===== src/rtl/qos_pkg.sv =====
// Shared QoS constants, occupancy state encoding and channel decode helper
// for the egress demultiplexer.
package qos_pkg;

  localparam int WORD_W = 12;  // datapath word width
  localparam int CH_LSB = 8;   // channel field low bit
  localparam int CH_MSB = 9;   // channel field high bit
  localparam int N_CH   = 4;   // number of egress channels
  localparam int DEPTH  = 2;   // in-order buffer depth
  localparam int CNT_W  = 8;   // per-channel push counter width

  // Buffer occupancy state; the encoding equals the occupancy value.
  typedef enum logic [1:0] {
    EMPTY = 2'd0,
    ONE   = 2'd1,
    FULL  = 2'd2
  } occ_state_e;

  // One-hot select for a 2-bit channel number.
  function automatic logic [N_CH-1:0] ch_onehot(input logic [1:0] ch);
    logic [N_CH-1:0] oh;
    oh     = '0;
    oh[ch] = 1'b1;
    return oh;
  endfunction

endpackage


===== src/rtl/skid_buf2.sv =====
// Two-entry in-order word buffer with head/tail pointers and an occupancy
// count. A push into a full buffer or a pop from an empty one is ignored.
module skid_buf2
  import qos_pkg::*;
(
  input  logic              clk,
  input  logic              reset,
  input  logic              push,
  input  logic              pop,
  input  logic [WORD_W-1:0] din,
  output logic [WORD_W-1:0] dout,
  output logic [1:0]        count
);

  logic [WORD_W-1:0] mem_q [DEPTH];
  logic [WORD_W-1:0] mem_d [DEPTH];
  logic              head_q, head_d;
  logic              tail_q, tail_d;
  logic [1:0]        count_q, count_d;
  logic              do_push;
  logic              do_pop;

  // Next-state for storage, pointers and occupancy.
  always_comb begin
    mem_d   = mem_q;
    head_d  = head_q;
    tail_d  = tail_q;
    do_push = push && (count_q != 2'(DEPTH));
    do_pop  = pop && (count_q != 2'd0);
    if (do_push) begin
      mem_d[tail_q] = din;
      tail_d        = ~tail_q;
    end
    if (do_pop) begin
      head_d = ~head_q;
    end
    count_d = count_q + 2'(do_push) - 2'(do_pop);
  end

  // Buffer state registers; reset discards any stored words.
  always_ff @(posedge clk) begin
    if (reset) begin
      for (int i = 0; i < DEPTH; i++) mem_q[i] <= '0;
      head_q  <= 1'b0;
      tail_q  <= 1'b0;
      count_q <= 2'd0;
    end else begin
      mem_q   <= mem_d;
      head_q  <= head_d;
      tail_q  <= tail_d;
      count_q <= count_d;
    end
  end

  assign dout  = mem_q[head_q];
  assign count = count_q;

endmodule


===== src/rtl/demux_egress.sv =====
// Egress demultiplexer: buffers words from the upstream arbiter and pushes
// each one to the egress FIFO selected by data_in[9:8], head-of-line order.
// Optional per-channel push counters: define DEMUX_EGRESS_COUNTERS_EN.
//
// Handshake: a word is accepted on an edge where valid_in=1, stall_out=0 and
// the buffer holds fewer than 2 words. stall_out is registered, so upstream
// sees it one cycle late; valid_in while the buffer is full loses the word
// and sets the sticky overflow_out. Downstream has no ready: almost_full_in[n]
// high simply withholds push_out[n], and push_out is a one-cycle strobe.
module demux_egress
  import qos_pkg::*;
(
  input  logic                 clk,
  input  logic                 reset,
  input  logic [WORD_W-1:0]    data_in,
  input  logic                 valid_in,
  input  logic [N_CH-1:0]      almost_full_in,
  output logic                 stall_out,
  output logic [N_CH-1:0]      push_out,
  output logic [WORD_W-1:0]    data_out,
  output logic                 overflow_out,
  output logic [N_CH*CNT_W-1:0] cnt_out,
  output logic [1:0]           state_out
);

  occ_state_e        state_q, state_d;
  logic [N_CH-1:0]   push_q, push_d;
  logic [WORD_W-1:0] data_q, data_d;
  logic              stall_q, stall_d;
  logic              overflow_q, overflow_d;

  logic [WORD_W-1:0] head_word;
  logic [1:0]        buf_count;
  logic [1:0]        head_ch;
  logic              eligible;
  logic              accept;
  logic [1:0]        occ_next;

  skid_buf2 u_buf (
    .clk   (clk),
    .reset (reset),
    .push  (accept),
    .pop   (eligible),
    .din   (data_in),
    .dout  (head_word),
    .count (buf_count)
  );

  // Accept/pop decisions and registered output next-values.
  always_comb begin
    head_ch    = head_word[CH_MSB:CH_LSB];
    eligible   = (buf_count != 2'd0) && !almost_full_in[head_ch];
    accept     = valid_in && !stall_q && (buf_count < 2'(DEPTH));
    occ_next   = buf_count + 2'(accept) - 2'(eligible);
    push_d     = '0;
    data_d     = data_q;
    if (eligible) begin
      push_d = ch_onehot(head_ch);
      data_d = head_word;
    end
    stall_d    = (occ_next == 2'(DEPTH)) || (almost_full_in != '0);
    overflow_d = overflow_q || (valid_in && (buf_count == 2'(DEPTH)));
  end

  // Occupancy state machine, tracking the buffer count transition by transition.
  always_comb begin
    state_d = state_q;
    case (state_q)
      EMPTY:   if (accept) state_d = ONE;
      ONE: begin
        if (accept && !eligible)      state_d = FULL;
        else if (eligible && !accept) state_d = EMPTY;
      end
      FULL:    if (eligible) state_d = ONE;
      default: state_d = EMPTY;
    endcase
  end

  // State and registered outputs; reset wins over any accept or pop.
  always_ff @(posedge clk) begin
    if (reset) begin
      state_q    <= EMPTY;
      push_q     <= '0;
      data_q     <= '0;
      stall_q    <= 1'b0;
      overflow_q <= 1'b0;
    end else begin
      state_q    <= state_d;
      push_q     <= push_d;
      data_q     <= data_d;
      stall_q    <= stall_d;
      overflow_q <= overflow_d;
    end
  end

  assign stall_out    = stall_q;
  assign push_out     = push_q;
  assign data_out     = data_q;
  assign overflow_out = overflow_q;
  assign state_out    = state_q;

`ifdef DEMUX_EGRESS_COUNTERS_EN
  logic [CNT_W-1:0] cnt_q [N_CH];
  logic [CNT_W-1:0] cnt_d [N_CH];

  // Count every push strobe per channel, wrapping naturally.
  always_comb begin
    cnt_d = cnt_q;
    for (int n = 0; n < N_CH; n++) begin
      if (push_d[n]) cnt_d[n] = cnt_q[n] + CNT_W'(1);
    end
  end

  // Counter registers.
  always_ff @(posedge clk) begin
    if (reset) begin
      for (int n = 0; n < N_CH; n++) cnt_q[n] <= '0;
    end else begin
      cnt_q <= cnt_d;
    end
  end

  // Pack counters, channel n at [8n+7:8n].
  always_comb begin
    cnt_out = '0;
    for (int n = 0; n < N_CH; n++) cnt_out[n*CNT_W +: CNT_W] = cnt_q[n];
  end
`else
  assign cnt_out = '0;
`endif

endmodule

===== config.mk =====
export PLATFORM = sky130hd
export DESIGN_NAME = demux_egress
export DESIGN_NICKNAME = d
export VERILOG_FILES = /design/src/rtl/qos_pkg.sv /design/src/rtl/skid_buf2.sv /design/src/rtl/demux_egress.sv
export SDC_FILE = /design/constraint.sdc
export NUM_CORES = 1
export LEC_CHECK = 0
export CORE_AREA = 2 2 84 86
export CTS_CLUSTER_SIZE = 25
export DETAILED_ROUTE_END_ITERATION = 12
export DIE_AREA = 0 0 86 88
export HOLD_SLACK_MARGIN = 0.12
export PLACE_DENSITY = 0.74
export SYNTH_ARGS = -nofsm -noshare
export SYNTH_HDL_FRONTEND = slang
export SYNTH_SLANG_ARGS = --single-unit

===== constraint.sdc =====
create_clock -name clk -period 2.2 [get_ports clk]
set_input_delay 0.22 -clock clk [delete_from_list [all_inputs] [get_ports clk]]
set_output_delay 0.22 -clock clk [all_outputs]
set_load 0.05 [all_outputs]

=== Word level (Yosys, flattened, before mapping) ===
Cells that the tools add are included.

* RAM bits: 0
* Latch bits: 0
* Memories: 0
* Logic and storage cells: 69
* Flip-flop bits (word level): 48
* Memory bits (read-only): 0
* Input bits: 19

* Shift operators: 0
* Eq/ne operators: 8
* Order comparisons: 6
* Bitwise gates (word level): 5
* $add $sub $neg: 4
* Multiply operators: 0
* Reductions and logical operators: 21
* Divide/modulo/power cells: 0
* Muxes and demuxes: 15

{| class="wikitable"
|+ Operators by type and width
! kind !! number
|-
| $mux W12 || 4
|-
| $bwmux W24 || 1
|-
| $demux W12 S1 || 1
|-
| $logic_and A1 B1 Y1 || 10
|-
| $mux W2 || 4
|-
| $eq A2 B2 Y1 const B || 3
|-
| $ne A2 B2 Y1 const B || 3
|-
| $pmux W2 S3 || 1
|-
| $add A2 B1 Y2 || 2
|-
| $ge A2 B2 Y1 const B || 2
|-
| $logic_not A1 Y1 || 4
|-
| $not A1 Y2 || 2
|-
| $reduce_bool A4 Y1 || 1
|-
| $sub A2 B1 Y2 || 2
|-
| $lt A2 B3 Y1 const B || 1
|-
| $ne A3 B3 Y1 const B || 1
|-
| $not A1 Y1 || 3
|-
| $reduce_and A3 Y1 || 1
|-
| $bmux W1 S2 || 1
|-
| $demux W1 S2 || 1
|-
| $eq A2 B1 Y1 const B || 1
|-
| $ge A2 B1 Y1 const B || 1
|-
| $logic_not A2 Y1 || 1
|-
| $logic_or A1 B1 Y1 || 2
|-
| 5 further kinds || 6
|}

=== Logic depth before layout (Yosys ltp) ===
Gate-level depths: netlist of the first run.

* Depth in word-level cells: 12
* Gate-level depth with buffers: 12

=== Cells and area by module ===
From an unflattened synthesis of the first run, not the netlist that was laid out.

* Cells, all modules: 286
* Area, all modules: 2585.0 µm²

{| class="wikitable"
|+ By module, submodules not included
! module !! times used !! cells each !! area an instance (µm²)
|-
| skid_buf2 || 1 || 154 || 1460.2
|-
| demux_egress || 1 || 132 || 1124.8
|}

=== Least setup slack after synthesis of the first run ===
Ideal clock, no wire load.

* Kind: reg-to-reg
* Start: register u_buf.head_q
* End: register stall_q (netlist: stall_out)
* Slack: 39 ps
* Stages on the path, launching flop included: 13
* Buffers on the path: 3
* Arrival: 2034 ps
* Cell sequence: dfxtp_1 buf_6 mux2i_4 nand3_1 and4_4 buf_6 buf_6 ha_1 inv_1 ha_1 xnor2_1 o21a_1 nor2_1

* Word-level cells in the longest chain between the ends: 11

{| class="wikitable"
|+ Ends and longest elaborated chain
! item !! RTL line !! source
|-
| start, declared || skid_buf2.sv:17 || <nowiki>logic head_q, head_d;</nowiki>
|-
| start signal, assigned || skid_buf2.sv:44 || <nowiki>head_q <= 1'b0;</nowiki>
|-
| start signal, assigned || skid_buf2.sv:49 || <nowiki>head_q <= head_d;</nowiki>
|-
| $not A1 Y2 (implied by the code) || skid_buf2.sv:55 || <nowiki>assign dout = mem_q[head_q];</nowiki>
|-
| $mux W12 (implied by the code) (3 in series) || skid_buf2.sv:55 ||
|-
| $bmux W1 S2 || demux_egress.sv:52 || <nowiki>eligible = (buf_count != 2'd0) && !almost_full_in[head_ch];</nowiki>
|-
| $mux W1 (implied by the code) || demux_egress.sv:52 ||
|-
| $logic_not A1 Y1 || demux_egress.sv:52 ||
|-
| $logic_and A1 B1 Y1 || demux_egress.sv:52 ||
|-
| named net eligible || demux_egress.sv:35 || <nowiki>logic eligible;</nowiki>
|-
| $sub A2 B1 Y2 || demux_egress.sv:54 || <nowiki>occ_next = buf_count + 2'(accept) - 2'(eligible);</nowiki>
|-
| $eq A2 B2 Y1 || demux_egress.sv:61 || <nowiki>stall_d = (occ_next == 2'(DEPTH)) || (almost_full_in != '0);</nowiki>
|-
| $logic_or A1 B1 Y1 || demux_egress.sv:61 ||
|-
| end signal, assigned || demux_egress.sv:91 || <nowiki>stall_q <= stall_d;</nowiki>
|-
| end, declared || demux_egress.sv:29 || <nowiki>logic stall_q, stall_d;</nowiki>
|}

The timed path passes the listed nets, and every way through them passes these cells. The select of a mux whose other input is x is not followed.
A chain may end at the register's enable or synchronous reset.

=== Worst setup path after layout of the first run ===
* Start: register u_buf.head_q
* End: register stall_q (netlist: stall_out)

* Word-level cells in the longest chain between the ends: 11

{| class="wikitable"
|+ Ends and longest elaborated chain
! item !! RTL line
|-
| $not A1 Y2 (implied by the code) || skid_buf2.sv:55
|-
| $mux W12 (implied by the code) (3 in series) || skid_buf2.sv:55
|-
| $bmux W1 S2 || demux_egress.sv:52
|-
| $mux W1 (implied by the code) || demux_egress.sv:52
|-
| $logic_not A1 Y1 || demux_egress.sv:52
|-
| $logic_and A1 B1 Y1 || demux_egress.sv:52
|-
| $sub A2 B1 Y2 || demux_egress.sv:54
|-
| $eq A2 B2 Y1 || demux_egress.sv:61
|-
| $logic_or A1 B1 Y1 || demux_egress.sv:61
|}

Every way passes these cells. The select of a mux whose other input is x is not followed.

==> out/results.tsv, run 1 <==
metric	value	unit
grt_max_degree	37	
num-nets-final	315	
grt_pass1_wl	6.99	mm
finalClockSkew	0.00533	ns
antenna_left	0	
cts_sinks	48	
synth-edff-count	0	
port_buffers	38	
critPathLaunchType	flip-flop	
end_kind	flip-flop	
rows	30	
initial_utilization	33.9	%
drc	0	
criticalPathCategory	reg -> reg	
die_area	7570	sq um
ys.flop_type	dfxtp_1	
drive_gt1_share	10.2	%
synth_xor_area_share	1.55	%
fp.dieH	88	um
setup_slack	0.120	ns
synth_top_family_by_area	simple AND/OR/NAND/NOR gates	
final_util	40.2	%
rsz0062_at_grt	false	
cts_buffer_depth	2	
clock.fmax	481	MHz
routedWlPerCell	11.9	um
power	3.15	mW
detailed_place_hpwl	3.12	mm
vias	1667	
clock_latency	0.30	ns
maxCapViolCount	0	
worstPathRequired	2.36	ns
syn_avg_cell_area	8.77	sq um
syn-instance-count	257	
syn_to_final_growth	18.4	%
min_path_cells	2	
period_share	94.6	%
worst_pin_slew	0.741	ns
max-vdd-ir-drop	0.386	mV
num_antenna_cells	0	
io_pins	71	
synthArstFlopShare	0	%
internal-power	1.86	mW
grt_pass1_vias	1464	
p_leak	0.995	nW
p_per_area	1180	nW/um^2
cts_tree	done	
numCtsBuffers	5	
tns	0	ns
slew_headroom	50.6	%
via_per_inst	4.47	
antenna_found_initial	0	
ctsHtreeMaxLevel	2	
cts_hold_buf	0	
first_pass_iters	4	
synth-simple-area-share	17.6	%
cp_max_fo	7	
p_seq_share	35.4	%
gp_congestion	0.785	
swShare	41.0	%
synth_warnings	0	
worstRegToRegCells	9	
hold_path.class	reg -> reg	
power.switching	1.29	mW
cts-root-buf	clkbuf_8	
path_clk_slew	0.08	ns
ys_ff_latch	48	
grt_usage	12.1	%
final_hold_viol_count	0	
clkPwrFrac	19.8	%
mostFrequentLayoutCell	nand2_1	
final_cell_mix	nand2_1 (52), dfxtp_1 (47), clkdlybuf4s50_1 (37)	
drt_iter0_markers	95	
synthMuxAreaShare	7.21	%
synthesis.area	2250	sq um
synthAdderAreaFrac	2.22	%
synth_compound_area_share	13.3	%
core_area	6640	sq um
post-place-ws	-0.0126	ns
seq_area_frac_synth	42.6	%
synth.distinct_cells	31	
finalSetupViolations	0	
die_w	86	um
wl	4.46	mm
status	completed	
critPathArrivalTime	2.24	ns
grt-ovfl-total	0	
post-route-min-period	2.08	ns
p_comb_share	44.8	%
slew_violations	0	
## layout make-up
class	count	area [sq um]
fillers	648	3970
multi-input cells	188	1060
flip-flops and latches	48	962
repair buffers	43	413
well taps	80	100
clock buffers	6	72.6
clock inverters	2	35.0
inverters	6	22.5
## metrics by stage
step / area, sq um / cells / hold WS (ns)
floorplan: 2370 / 288 / 0.356
global placement: 2560 / 365 / 0.441
detailed placement: 2560 / 365 / 0.446
CTS: 2670 / 373 / 0.451
global route: 2670 / 373 / 0.476
finish: 2670 / 373 / 0.458
## state kept, by name, summed over array words and instances, names as in the netlist
register / count
u_buf.tail_q: 1
stall_out: 1
data_out: 12
overflow_out: 1
push_out: 4
state_out: 2
u_buf.head_q: 1
u_buf.mem_q: 24
u_buf.count: 2
## per-layer routing
metal	vias up	track usage (%)	routed length [um]
li1	855	-	-
met1	764	15.2	2060
met2	46	18.4	2110
met3	2	4.15	242
met4	0	5.92	48
met5	-	0	0
## timing repair
item / in CTS / in global routing
buffers inserted: 0 / 0
endpoints found under the setup margin: 1 / 0
gates resized for setup: 1 / 0
## worst paths after layout
check / startpoint / endpoint / slack (ns)
max: u_buf.head_q / stall_out / 0.12
min: u_buf.mem_q[1] / u_buf.mem_q[1] / 0.46
max reg2reg: u_buf.head_q / stall_out / 0.12
min reg2reg: u_buf.mem_q[1] / u_buf.mem_q[1] / 0.46
## power groups by stage
stage,Clock (mW),Sequential [mW],Combinational [mW]
after floorplan,0,1.39,0.905
after global placement,0,1.13,1.38
after detailed placement,0,1.13,1.40
after CTS,0.640,1.12,1.42
after global routing,0.672,1.14,1.52
final,0.625,1.12,1.41
## kinds of logic (layout without fill, tap and decap cells)
logic type	after synthesis	count (layout)
compound gates	42	42
buf+inv	52	57
fa+ha+maj	4	4
other cells	1	32
mux	14	14
flops	48	48
simple gates	92	92
xor+xnor	4	4
## worst max-delay path, stage by stage, from the launching register on
cell     delay, ns
dfxtp_2       0.46
mux2i_4       0.32
nand3_1       0.11
and4_4        0.21
ha_1          0.26
inv_1         0.06
ha_1          0.20
xnor2_1       0.16
o21a_1        0.12
nor2_1        0.04
## synthesized netlist by cell type (2+ instances only)
cell      number  area (sq um)
nand2_1       52           195
dfxtp_1       48           961
buf_4         32           240
a21oi_1       27           135
nor2_1        22          82.6
a211oi_2      11           138
mux2i_1       11           110
clkbuf_1      10          37.5
inv_1          5          18.8
buf_6          4          45.0
ha_1           4          50.1
nand3_1        4          20.0
nor4_1         3          18.8
xnor2_1        3          26.3
mux2_4         2          30.0
nand2b_1       2          12.5
nor2b_1        2          12.5
nor3_1         2          10.0
Note: power is estimated with default switching activity, not from simulation.
==> inputs of run 2 (changes only) <==
--- a/config.mk
+++ b/config.mk
@@ -11,6 +11,7 @@
 export DIE_AREA = 0 0 86 88
 export HOLD_SLACK_MARGIN = 0.12
 export PLACE_DENSITY = 0.74
+export SKIP_CTS_REPAIR_TIMING = 1
 export SYNTH_ARGS = -nofsm -noshare
 export SYNTH_HDL_FRONTEND = slang
 export SYNTH_SLANG_ARGS = --single-unit
==> run 2 against run 1 <==
Compared with the run above:
- largest power group unchanged
- clock-buffer cell count stayed put
- combinational power hardly changed
- setup slack better by 0.00092 ns
- via count is 0.12% higher
- clock power hardly changed
- fmax hardly changed
- largest cell class unchanged
- clock skew hardly changed
- non-clock buffer count stayed put
- critical endpoint unchanged
- hold slack hardly changed
==> out/results.tsv, run 2 (synthesis results as in run 1) <==
metric	value	unit	change
num_antenna_cells	0		unchanged
r2r-start	u_buf.head_q		
grt_pass1_vias	1457		-0.48%
cp_common_cell	ha_1		
regMostFlops	u_buf.mem_q		
clock_latency	0.30	ns	about the same
crit_slowest_cell	dfxtp_2		
wl	4.43	mm	-0.58%
routedWlPerCell	11.9	um	-0.58%
antenna_found_initial	0		unchanged
reg2reg_slack	0.12	ns	about the same
critPathLaunchType	flip-flop		
slew_headroom	51.5	%	+0.90 points
final-instance-count-excl-fill	373		unchanged
hold_path.class	reg -> reg		
crit_chain	mux2i_4, nand3_1, and4_4, ha_1, inv_1, ha_1, xnor2_1, o21a_1, nor2_1		
clock.fmax	481	MHz	about the same
grt-ovfl-total	0		unchanged
criticalPathCategory	reg -> reg		
max_stage_delay	0.46	ns	about the same
period_share	94.5	%	about the same
final_cell_mix	nand2_1 (52), dfxtp_1 (47), clkdlybuf4s50_1 (37)		
port_buffers	38		unchanged
multiInputGateArea	1060	sq um	unchanged
gp_congestion	0.785		unchanged
fin_area	2670	sq um	unchanged
via_per_inst	4.47		+0.12%
rr_endpoint	stall_out		
die_area	7570	sq um	unchanged
final_hold_viol_count	0		unchanged
io_pins	71		unchanged
placed_cells	365		unchanged
maxCapViolCount	0		unchanged
cts_buffer_depth	2		unchanged
initial_utilization	33.9	%	unchanged
max-vdd-ir-drop	0.387	mV	about the same
status	completed		
cts_tree	done		
ctsHtreeMaxLevel	2		unchanged
cp_max_fo	7		unchanged
syn_to_final_growth	18.4	%	unchanged
critPathTopFamily	flip-flops		
crit_buf_inv	1		unchanged
mostFrequentLayoutCell	nand2_1		
p_leak	0.995	nW	unchanged
detailed_place_hpwl	3.12	mm	unchanged
power	3.15	mW	about the same
vias	1669		+0.12%
grt_max_degree	37		unchanged
worstPathRequired	2.36	ns	about the same
holdPathEnd	u_buf.mem_q[7]		
post-place-ws	-0.0126	ns	unchanged
cts-root-buf	clkbuf_8		
core_area	6640	sq um	unchanged
num-nets-final	315		unchanged
fp.dieH	88	um	unchanged
critPathLaunch	u_buf.head_q		
drc	0		unchanged
finalSetupViolations	0		unchanged
postPlaceCellArea	2560	sq um	unchanged
setup_slack	0.121	ns	+0.000921 ns
numCtsBuffers	5		unchanged
worstRegToRegCells	9		unchanged
worst_pin_slew	0.727	ns	-0.0135 ns
holdWs	0.458	ns	-0.000210 ns
rows	30		unchanged
drt_iter0_markers	97		+2.1%
slew_violations	0		unchanged
drive_gt1_share	10.2	%	unchanged
die_w	86	um	unchanged
cts_sinks	48		unchanged
antenna_left	0		unchanged
p_per_area	1180	nW/um^2	about the same
seq_area	962	sq um	unchanged
min_path_cells	2		unchanged
first_pass_iters	4		unchanged
critPathArrivalTime	2.24	ns	about the same
fillCellCount	648		unchanged
grt_pass1_wl	6.92	mm	-0.99%
hp-start	u_buf.mem_q[7]		
finalClockSkew	0.00505	ns	-0.000278 ns
grt_usage	11.9	%	-0.12 points
path_clk_slew	0.08	ns	about the same
post-route-min-period	2.08	ns	-0.000921 ns
rsz0062_at_grt	false		
end_kind	flip-flop		
largest_reg_flops	24		unchanged
[run 2: final cells by class]
type	count	share of cell area, %
repair buffers	43	15.5
clock inverters	2	1.31
flip-flops and latches	48	36.0
inverters	6	0.843
well taps	80	3.75
multi-input cells	188	39.9
clock buffers	6	2.72
[run 2: per-stage QoR]
step	TNS, ns	utilization [%]
after floorplan	0	-
after global placement	0	38.5
after detailed placement	-0.0126	38.5
after CTS	-0.00131	40.2
after global routing	0	40.2
final	0	40.2
[run 2: worst max-delay path by stage]
| stage | to | cells after the start |
|---|---|---|
| floorplan | stall_out | 12 |
| global placement | stall_out | 10 |
| detailed placement | stall_out | 10 |
| CTS | stall_out | 9 |
| global route | stall_out | 9 |
| finish | stall_out | 9 |
[run 2: worst reg2reg max path, cell delays in order (launching register included)]
cell	delay [ns]
dfxtp_2	0.46
mux2i_4	0.33
nand3_1	0.11
and4_4	0.21
ha_1	0.26
inv_1	0.06
ha_1	0.20
xnor2_1	0.16
o21a_1	0.12
nor2_1	0.04
[run 2: metal layers]
layer	vias to the layer above	GRT usage [%]	share of wire, %
met5	-	0	0
met4	0	5.63	1.1
met3	2	4.15	5.1
met2	40	18.2	47
met1	769	15.2	47
li1	858	-	-
[run 2: report_power, final]
part           switching [mW]  leakage [nW]  internal (mW)
logic                   0.903         0.548          0.508
clock network           0.288        0.0552          0.337
registers               0.103         0.391           1.01
total                    1.29         0.995           1.86
